### config.mk
export PLATFORM = sky130hd
export DESIGN_NAME = debounce_bank_flat
export DESIGN_NICKNAME = d
export VERILOG_FILES = /design/src/rtl/debounce_bank_if.sv /design/src/rtl/debounce_bank.sv /design/src/flat_wrapper.sv
export SDC_FILE = /design/constraint.sdc
export NUM_CORES = 1
export LEC_CHECK = 0
export BUFFER_PORTS_ARGS = -buffer_cell sky130_fd_sc_hd__buf_2
export CORE_MARGIN = 4
export CORE_UTILIZATION = 52
export CTS_BUF_LIST = sky130_fd_sc_hd__clkbuf_4 sky130_fd_sc_hd__clkbuf_8
export CTS_CLUSTER_DIAMETER = 120
export CTS_CLUSTER_SIZE = 28
export DETAILED_ROUTE_END_ITERATION = 7
export GPL_TIMING_DRIVEN = 0
export MAX_ROUTING_LAYER = met4
export PLACE_DENSITY = 0.77
export SETUP_SLACK_MARGIN = 0.05
export SLEW_MARGIN = 20
export SYNTH_ARGS = -nofsm -noshare
export SYNTH_HDL_FRONTEND = slang
export SYNTH_SLANG_ARGS = --single-unit
export TNS_END_PERCENT = 5
### constraint.sdc
create_clock -name clk -period 1.47 [get_ports clk]
set_input_delay 0.147 -clock clk [delete_from_list [all_inputs] [get_ports clk]]
set_output_delay 0.147 -clock clk [all_outputs]
set_load 0.005 [all_outputs]
### src/rtl/debounce_bank_if.sv
// Button bank signal bundle: raw inputs toward the debouncer, debounced levels and pulses back.
// The master side drives raw buttons and consumes events; the slave side is the debouncer.
interface debounce_bank_if #(
    parameter int N = 4
);
    logic [N-1:0] btn_in;
    logic [N-1:0] btn_level;
    logic [N-1:0] btn_press;
    logic [N-1:0] btn_release;
    logic [N-1:0] btn_repeat;
    logic         any_press;

    modport master (
        output btn_in,
        input  btn_level,
        input  btn_press,
        input  btn_release,
        input  btn_repeat,
        input  any_press
    );

    modport slave (
        input  btn_in,
        output btn_level,
        output btn_press,
        output btn_release,
        output btn_repeat,
        output any_press
    );
endinterface

### src/rtl/debounce_bank.sv
// Bank of N independent button debouncers with press/release edge pulses and optional auto-repeat.
// Each channel: 2-flop synchroniser, stability counter gating level changes, repeat down-counter.
module debounce_bank #(
    parameter int N          = 4,
    parameter int STABLE_CYC = 16,
    parameter int REPEAT_DLY = 0,
    parameter int REPEAT_PER = 8
) (
    input logic            clk,
    input logic            rst,
    debounce_bank_if.slave bus
);

    localparam int CW = $clog2(STABLE_CYC + 1);
    localparam logic [CW-1:0] CNT_LAST = CW'(STABLE_CYC - 1);

    if (N < 1 || N > 32) begin : g_bad_n
        $error("debounce_bank: N must be in 1..32");
    end
    if (STABLE_CYC < 1 || STABLE_CYC > 65535) begin : g_bad_stable
        $error("debounce_bank: STABLE_CYC must be in 1..65535");
    end
    if (REPEAT_DLY > 0 && REPEAT_PER < 1) begin : g_bad_per
        $error("debounce_bank: REPEAT_PER must be >= 1 when auto-repeat is enabled");
    end

    logic [N-1:0]  sync1_q, sync1_d;
    logic [N-1:0]  sync2_q, sync2_d;
    logic [N-1:0]  level_q, level_d;
    logic [N-1:0]  press_q, press_d;
    logic [N-1:0]  release_q, release_d;
    logic          any_press_q, any_press_d;
    logic [CW-1:0] cnt_q [N];
    logic [CW-1:0] cnt_d [N];

    always_comb begin
        sync1_d = bus.btn_in;
        sync2_d = sync1_q;
        level_d = level_q;
        for (int i = 0; i < N; i++) begin
            cnt_d[i] = '0;
            // Any agreeing sample drops the count back to zero; only an unbroken run flips the level.
            if (sync2_q[i] != level_q[i]) begin
                if (cnt_q[i] == CNT_LAST) begin
                    level_d[i] = ~level_q[i];
                end else begin
                    cnt_d[i] = cnt_q[i] + CW'(1);
                end
            end
        end
        press_d     = level_d & ~level_q;
        release_d   = ~level_d & level_q;
        any_press_d = |press_d;
    end

    always_ff @(posedge clk) begin
        if (rst) begin
            sync1_q     <= '0;
            sync2_q     <= '0;
            level_q     <= '0;
            press_q     <= '0;
            release_q   <= '0;
            any_press_q <= 1'b0;
            for (int i = 0; i < N; i++) begin
                cnt_q[i] <= '0;
            end
        end else begin
            sync1_q     <= sync1_d;
            sync2_q     <= sync2_d;
            level_q     <= level_d;
            press_q     <= press_d;
            release_q   <= release_d;
            any_press_q <= any_press_d;
            for (int i = 0; i < N; i++) begin
                cnt_q[i] <= cnt_d[i];
            end
        end
    end

    if (REPEAT_DLY > 0) begin : g_repeat
        localparam int RMAX = (REPEAT_DLY > REPEAT_PER) ? REPEAT_DLY : REPEAT_PER;
        localparam int RW   = (RMAX > 1) ? $clog2(RMAX) : 1;

        logic [RW-1:0] rcnt_q [N];
        logic [RW-1:0] rcnt_d [N];
        logic [N-1:0]  repeat_q, repeat_d;

        // Down-counter preloaded while released, so terminal count lands REPEAT_DLY cycles after press.
        always_comb begin
            for (int i = 0; i < N; i++) begin
                rcnt_d[i]   = rcnt_q[i];
                repeat_d[i] = 1'b0;
                if (!level_q[i]) begin
                    rcnt_d[i] = RW'(REPEAT_DLY - 1);
                end else if (rcnt_q[i] == '0) begin
                    rcnt_d[i]   = RW'(REPEAT_PER - 1);
                    repeat_d[i] = level_d[i];
                end else begin
                    rcnt_d[i] = rcnt_q[i] - RW'(1);
                end
            end
        end

        always_ff @(posedge clk) begin
            if (rst) begin
                repeat_q <= '0;
                for (int i = 0; i < N; i++) begin
                    rcnt_q[i] <= '0;
                end
            end else begin
                repeat_q <= repeat_d;
                for (int i = 0; i < N; i++) begin
                    rcnt_q[i] <= rcnt_d[i];
                end
            end
        end

        assign bus.btn_repeat = repeat_q;
    end else begin : g_no_repeat
        assign bus.btn_repeat = '0;
    end

    assign bus.btn_level   = level_q;
    assign bus.btn_press   = press_q;
    assign bus.btn_release = release_q;
    assign bus.any_press   = any_press_q;

endmodule

### src/flat_wrapper.sv
// flat-port wrapper written by rule: the top's interface ports become plain ports
module debounce_bank_flat 
#(
    parameter int N          = 4,
    parameter int STABLE_CYC = 16,
    parameter int REPEAT_DLY = 0,
    parameter int REPEAT_PER = 8
)
  (clk, rst, bus_btn_in, bus_btn_level, bus_btn_press, bus_btn_release, bus_btn_repeat, bus_any_press);
  debounce_bank_if #(.N(N)) bus_i ();
  input logic clk;
  input logic rst;
  input wire logic [$bits(bus_i.btn_in)-1:0] bus_btn_in;
  output wire logic [$bits(bus_i.btn_level)-1:0] bus_btn_level;
  output wire logic [$bits(bus_i.btn_press)-1:0] bus_btn_press;
  output wire logic [$bits(bus_i.btn_release)-1:0] bus_btn_release;
  output wire logic [$bits(bus_i.btn_repeat)-1:0] bus_btn_repeat;
  output wire logic [$bits(bus_i.any_press)-1:0] bus_any_press;
  assign bus_i.btn_in = bus_btn_in;
  assign bus_btn_level = bus_i.btn_level;
  assign bus_btn_press = bus_i.btn_press;
  assign bus_btn_release = bus_i.btn_release;
  assign bus_btn_repeat = bus_i.btn_repeat;
  assign bus_any_press = bus_i.any_press;
  debounce_bank #(.N(N), .STABLE_CYC(STABLE_CYC), .REPEAT_DLY(REPEAT_DLY), .REPEAT_PER(REPEAT_PER)) u_core (.clk(clk), .rst(rst), .bus(bus_i));
endmodule
==> results.txt <==
The worst register-to-register path has a setup slack of 0.03 ns. Data on the critical path arrives at its endpoint at 1.73 ns. The total half-perimeter wirelength after legalization and detailed placement came out at 1680 µm. The startpoint of the lowest-slack hold path is bus_btn_in[3].

The depth of the worst hold-timing path is 2. After floorplanning, the core was divided into 18 placement rows. The count of nets after finishing came out at 187. The largest net degree at the start of global routing is 12.

The final critical-path share of the clock period is 98.3%. The routed length per placed instance came out at 11.5 µm. By startpoint and endpoint, the worst setup path is classified as register to register. TritonCTS built the clock tree.

The clock network fraction of total power is 32.2%. The count of routing violations after the opening detailed-route iteration is 20. Net switching is 20.3% of the power. The initial antenna violation count is 0. The final design area excluding fillers is 0.00185 mm². The maximum clock rate is 0.692 GHz. In this run the power spent charging and discharging nets is 0.000358 W.

The worst setup skew after layout came out at 0.00539 ns. The internal portion of the total power is 0.00140 W. The Yosys warning count came out at 0. In this run the static leakage power is 0.704 nW.

The cell area after placement came out at 0.00160 mm². The max-slew violation total from the final report is 0. Dividing the synthesized area by the synthesized cell count gives 10.4 µm².

Before CTS, the worst setup slack after placement is -0.0811 ns. The clock passes through at most 2 buffers. Clock tree synthesis selected as its root buffer the cell clkbuf_4. The core region is 0.00257 mm². IR analysis of the VDD net gives a maximum drop of 0.000890 V. The count of input and output buffers is 18. Synthesis produced a netlist whose cell count is 141. The total negative slack for setup checks came out at 0 ns.

The wire length reported by the detailed router came out at 2360 µm. The repair_antennas step left the layout with diodes totalling 0. The power density normalized to cell area is 950 mW/mm². Clock tree synthesis found a total of 41 sinks. Summing over every cut layer, the via total after detailed routing is 969. STA classifies the critical path endpoint as a register. The remaining global-route overflow is 0. Once the floorplan was initialized, standard cells occupied 56.9% of the core.

STA classifies the critical path startpoint as a register. The synthesis-to-layout area growth came out at 26.9%. The post-layout worst setup margin is 0.0250 ns. The share of the Yosys chip area taken by registers is 56.2%. The number of global-route vias before repair is 949.

The worst register-to-register path has a depth of 5. The most critical setup path has its startpoint at u_core.cnt_q[0][1]$_SDFF_PP0_. After detailed routing, the number of vias per cell comes to 4.75. The die covers 0.00372 mm². For the worst setup path, the data required time is 1.75 ns. The vertical die dimension came out at 61.0 µm. Per report_power, the combinational group accounts for 3.5% of the total.

Across every metal layer, demand over resource in global routing totals 14.6%. The endpoint of the worst register-to-register path is u_core.cnt_q[0][0]$_SDFF_PP0_. The top fanout value on the critical path is 5. The worst-skew pair later-pin latency came out at 0.34 ns.

The shortest clock period the worst path allows after layout came out at 1.44 ns. The number of max-cap violations is 0. The count of boundary I/O pins came out at 23. The number of buffers created by CTS is 5. The worst register-to-register path begins at u_core.cnt_q[0][1]$_SDFF_PP0_.

The detail route stage leaves a number of antenna-violating nets equal to 0. The count of unresolved DRC violations after routing came out at 0. The number of distinct library cell variants in the gate-level netlist after synthesis is 23. From left edge to right edge, the die measures 61.0 µm. The first-pass iteration count of the detailed router is 2.

The register clock-pin slew on the reported worst setup and hold paths came out at 0.10 ns. The count of state elements after synthesis came out at 41. Setup violations remaining at the end of the flow were counted as 0. The first-pass GRT wire length is 3820 µm. The routability congestion estimate from global placement came out at 0.696. The run finished with clean final reports.

The part of the total power dissipated in sequential elements came out at 64.3%. The hold violation total from the final report came out at 0. The path with the worst hold slack has its endpoint at u_core.sync1_q[3]$_SDFF_PP0_. The fraction of final layout cells sized beyond drive strength 1 is 39.1%. The post-synth design cell area came out at 0.00146 mm². The tightest min-delay check is of the primary input to register type. Setup repair after global routing could not meet its margin everywhere.

The number of levels the H-tree was split into came out at 2.
-- cell usage in the layout (no fill, tap or decap), types with 2 or more instances in the layout --
master,netlist,layout
buf_2,0,18
clkbuf_4,0,8
nand2_1,5,5
and3_4,0,4
dfxtp_1,41,34
nor4bb_1,2,2
xnor2_1,8,8
dfxtp_2,0,7
xor2_1,4,4
or3_4,4,4
clkbuf_1,2,2
nor2_1,21,9
nand3_1,4,4
nor2_2,0,12
nor3_1,6,6
nor2b_1,8,8
dlygate4sd3_1,0,2
conb_1,1,4
a21oi_1,3,3
inv_1,8,8
ha_4,0,8
or2b_1,3,3
buf_4,4,6
-- worst max-delay path: stages (launching register included) --
cell and delay, ns:
dfxtp_2 0.35, ha_4 0.16, and3_4 0.18, ha_4 0.16
or3_4 0.43, nor2_2 0.12
-- cell usage after synthesis, drive strengths merged --
library cell | number | area (µm²)
a21oi | 3 | 15.0
nor3 | 6 | 30.0
or3 | 4 | 45.0
and3 | 4 | 25.0
inv | 8 | 30.0
dfxtp | 41 | 821
o22ai | 1 | 6.26
clkbuf | 2 | 7.51
xnor2 | 8 | 70.1
mux2i | 1 | 10.0
nor2b | 8 | 50.1
xor2 | 4 | 35.0
nand3b | 1 | 7.51
o21ba | 1 | 10.0
ha | 8 | 100
nor2 | 21 | 78.8
or2b | 3 | 22.5
nand3 | 4 | 20.0
nor4bb | 2 | 20.0
buf | 4 | 30.0
o21ai | 1 | 5.00
nand2 | 5 | 18.8
conb | 1 | 3.75
-- through the flow --
stage          cells  utilization (%)  power [W]  hold slack (ns)
2_1_floorplan    144                -    0.00119            0.225
6_report         204             72.2    0.00176           0.0253
3_5_place_dp     192             62.4    0.00121            0.360
4_1_cts          204             67.7    0.00178          0.00848
3_3_place_gp     192             62.4    0.00121            0.357
5_1_grt          204             72.2    0.00184          0.00635
-- state kept, by name (all words and copies together) (netlist names) --
name,cells
u_core.bus.btn_release,4
u_core.bus.btn_level,4
u_core.bus.btn_press,4
u_core.bus.any_press,1
u_core.sync1_q,4
u_core.sync2_q,4
u_core.cnt_q,20
-- metal layers --
metal,track usage (%),wire [µm],up-vias
met5,-,0,-
met4,7.43,49,0
li1,-,-,512
met2,23.5,1210,17
met1,15.5,985,433
met3,5.87,115,7
-- area by class of cell --
class	count	area, µm²
multi-input combinational	89	734
tap	30	37.5
clock buffer	8	60.1
timing repair buffer	22	125
fill	185	713
inverter	8	30.0
buffer	6	37.5
sequential	41	830
-- power by group through the flow --
stage / logic, W / clock network (W) / registers (W)
3_5_place_dp: 0.0000509 / 0 / 0.00116
2_1_floorplan: 0.0000370 / 0 / 0.00116
5_1_grt: 0.0000694 / 0.000636 / 0.00114
3_3_place_gp: 0.0000492 / 0 / 0.00116
4_1_cts: 0.0000579 / 0.000591 / 0.00113
6_report: 0.0000610 / 0.000568 / 0.00113
-- worst max path at each step --
stage | slack, ns | to | depth (start not counted)
2_1_floorplan | 0.05 | u_core.cnt_q[3][2]$_SDFF_PP0_ | 5
3_3_place_gp | -0.02 | u_core.cnt_q[3][2]$_SDFF_PP0_ | 5
3_5_place_dp | -0.08 | u_core.cnt_q[3][4]$_SDFF_PP0_ | 5
4_1_cts | 0.02 | u_core.cnt_q[3][3]$_SDFF_PP0_ | 5
5_1_grt | -0.01 | u_core.cnt_q[0][0]$_SDFF_PP0_ | 5
6_report | 0.03 | u_core.cnt_q[0][0]$_SDFF_PP0_ | 5
-- timing repair --
item / CTS / global route
resized for setup: 14 / 24
gates cloned: 0 / 0
endpoints found under the setup margin: 21 / 21
pin swaps: 8 / 17
endpoints found under the hold margin: 2 / 0
buffers inserted: 2 / 0
hold buffers: 2 / 0
-- kinds of logic after synthesis --
family | count (synthesis) | synth area share [%]
compound gates | 6 | 2.48
xor+xnor | 12 | 7.19
fa+ha+maj | 8 | 6.85
buf+inv | 14 | 4.62
flops | 41 | 56.2
mux | 1 | 0.685
other cells | 1 | 0.257
simple gates | 58 | 21.7
Note: power is estimated with default switching activity, not from simulation.
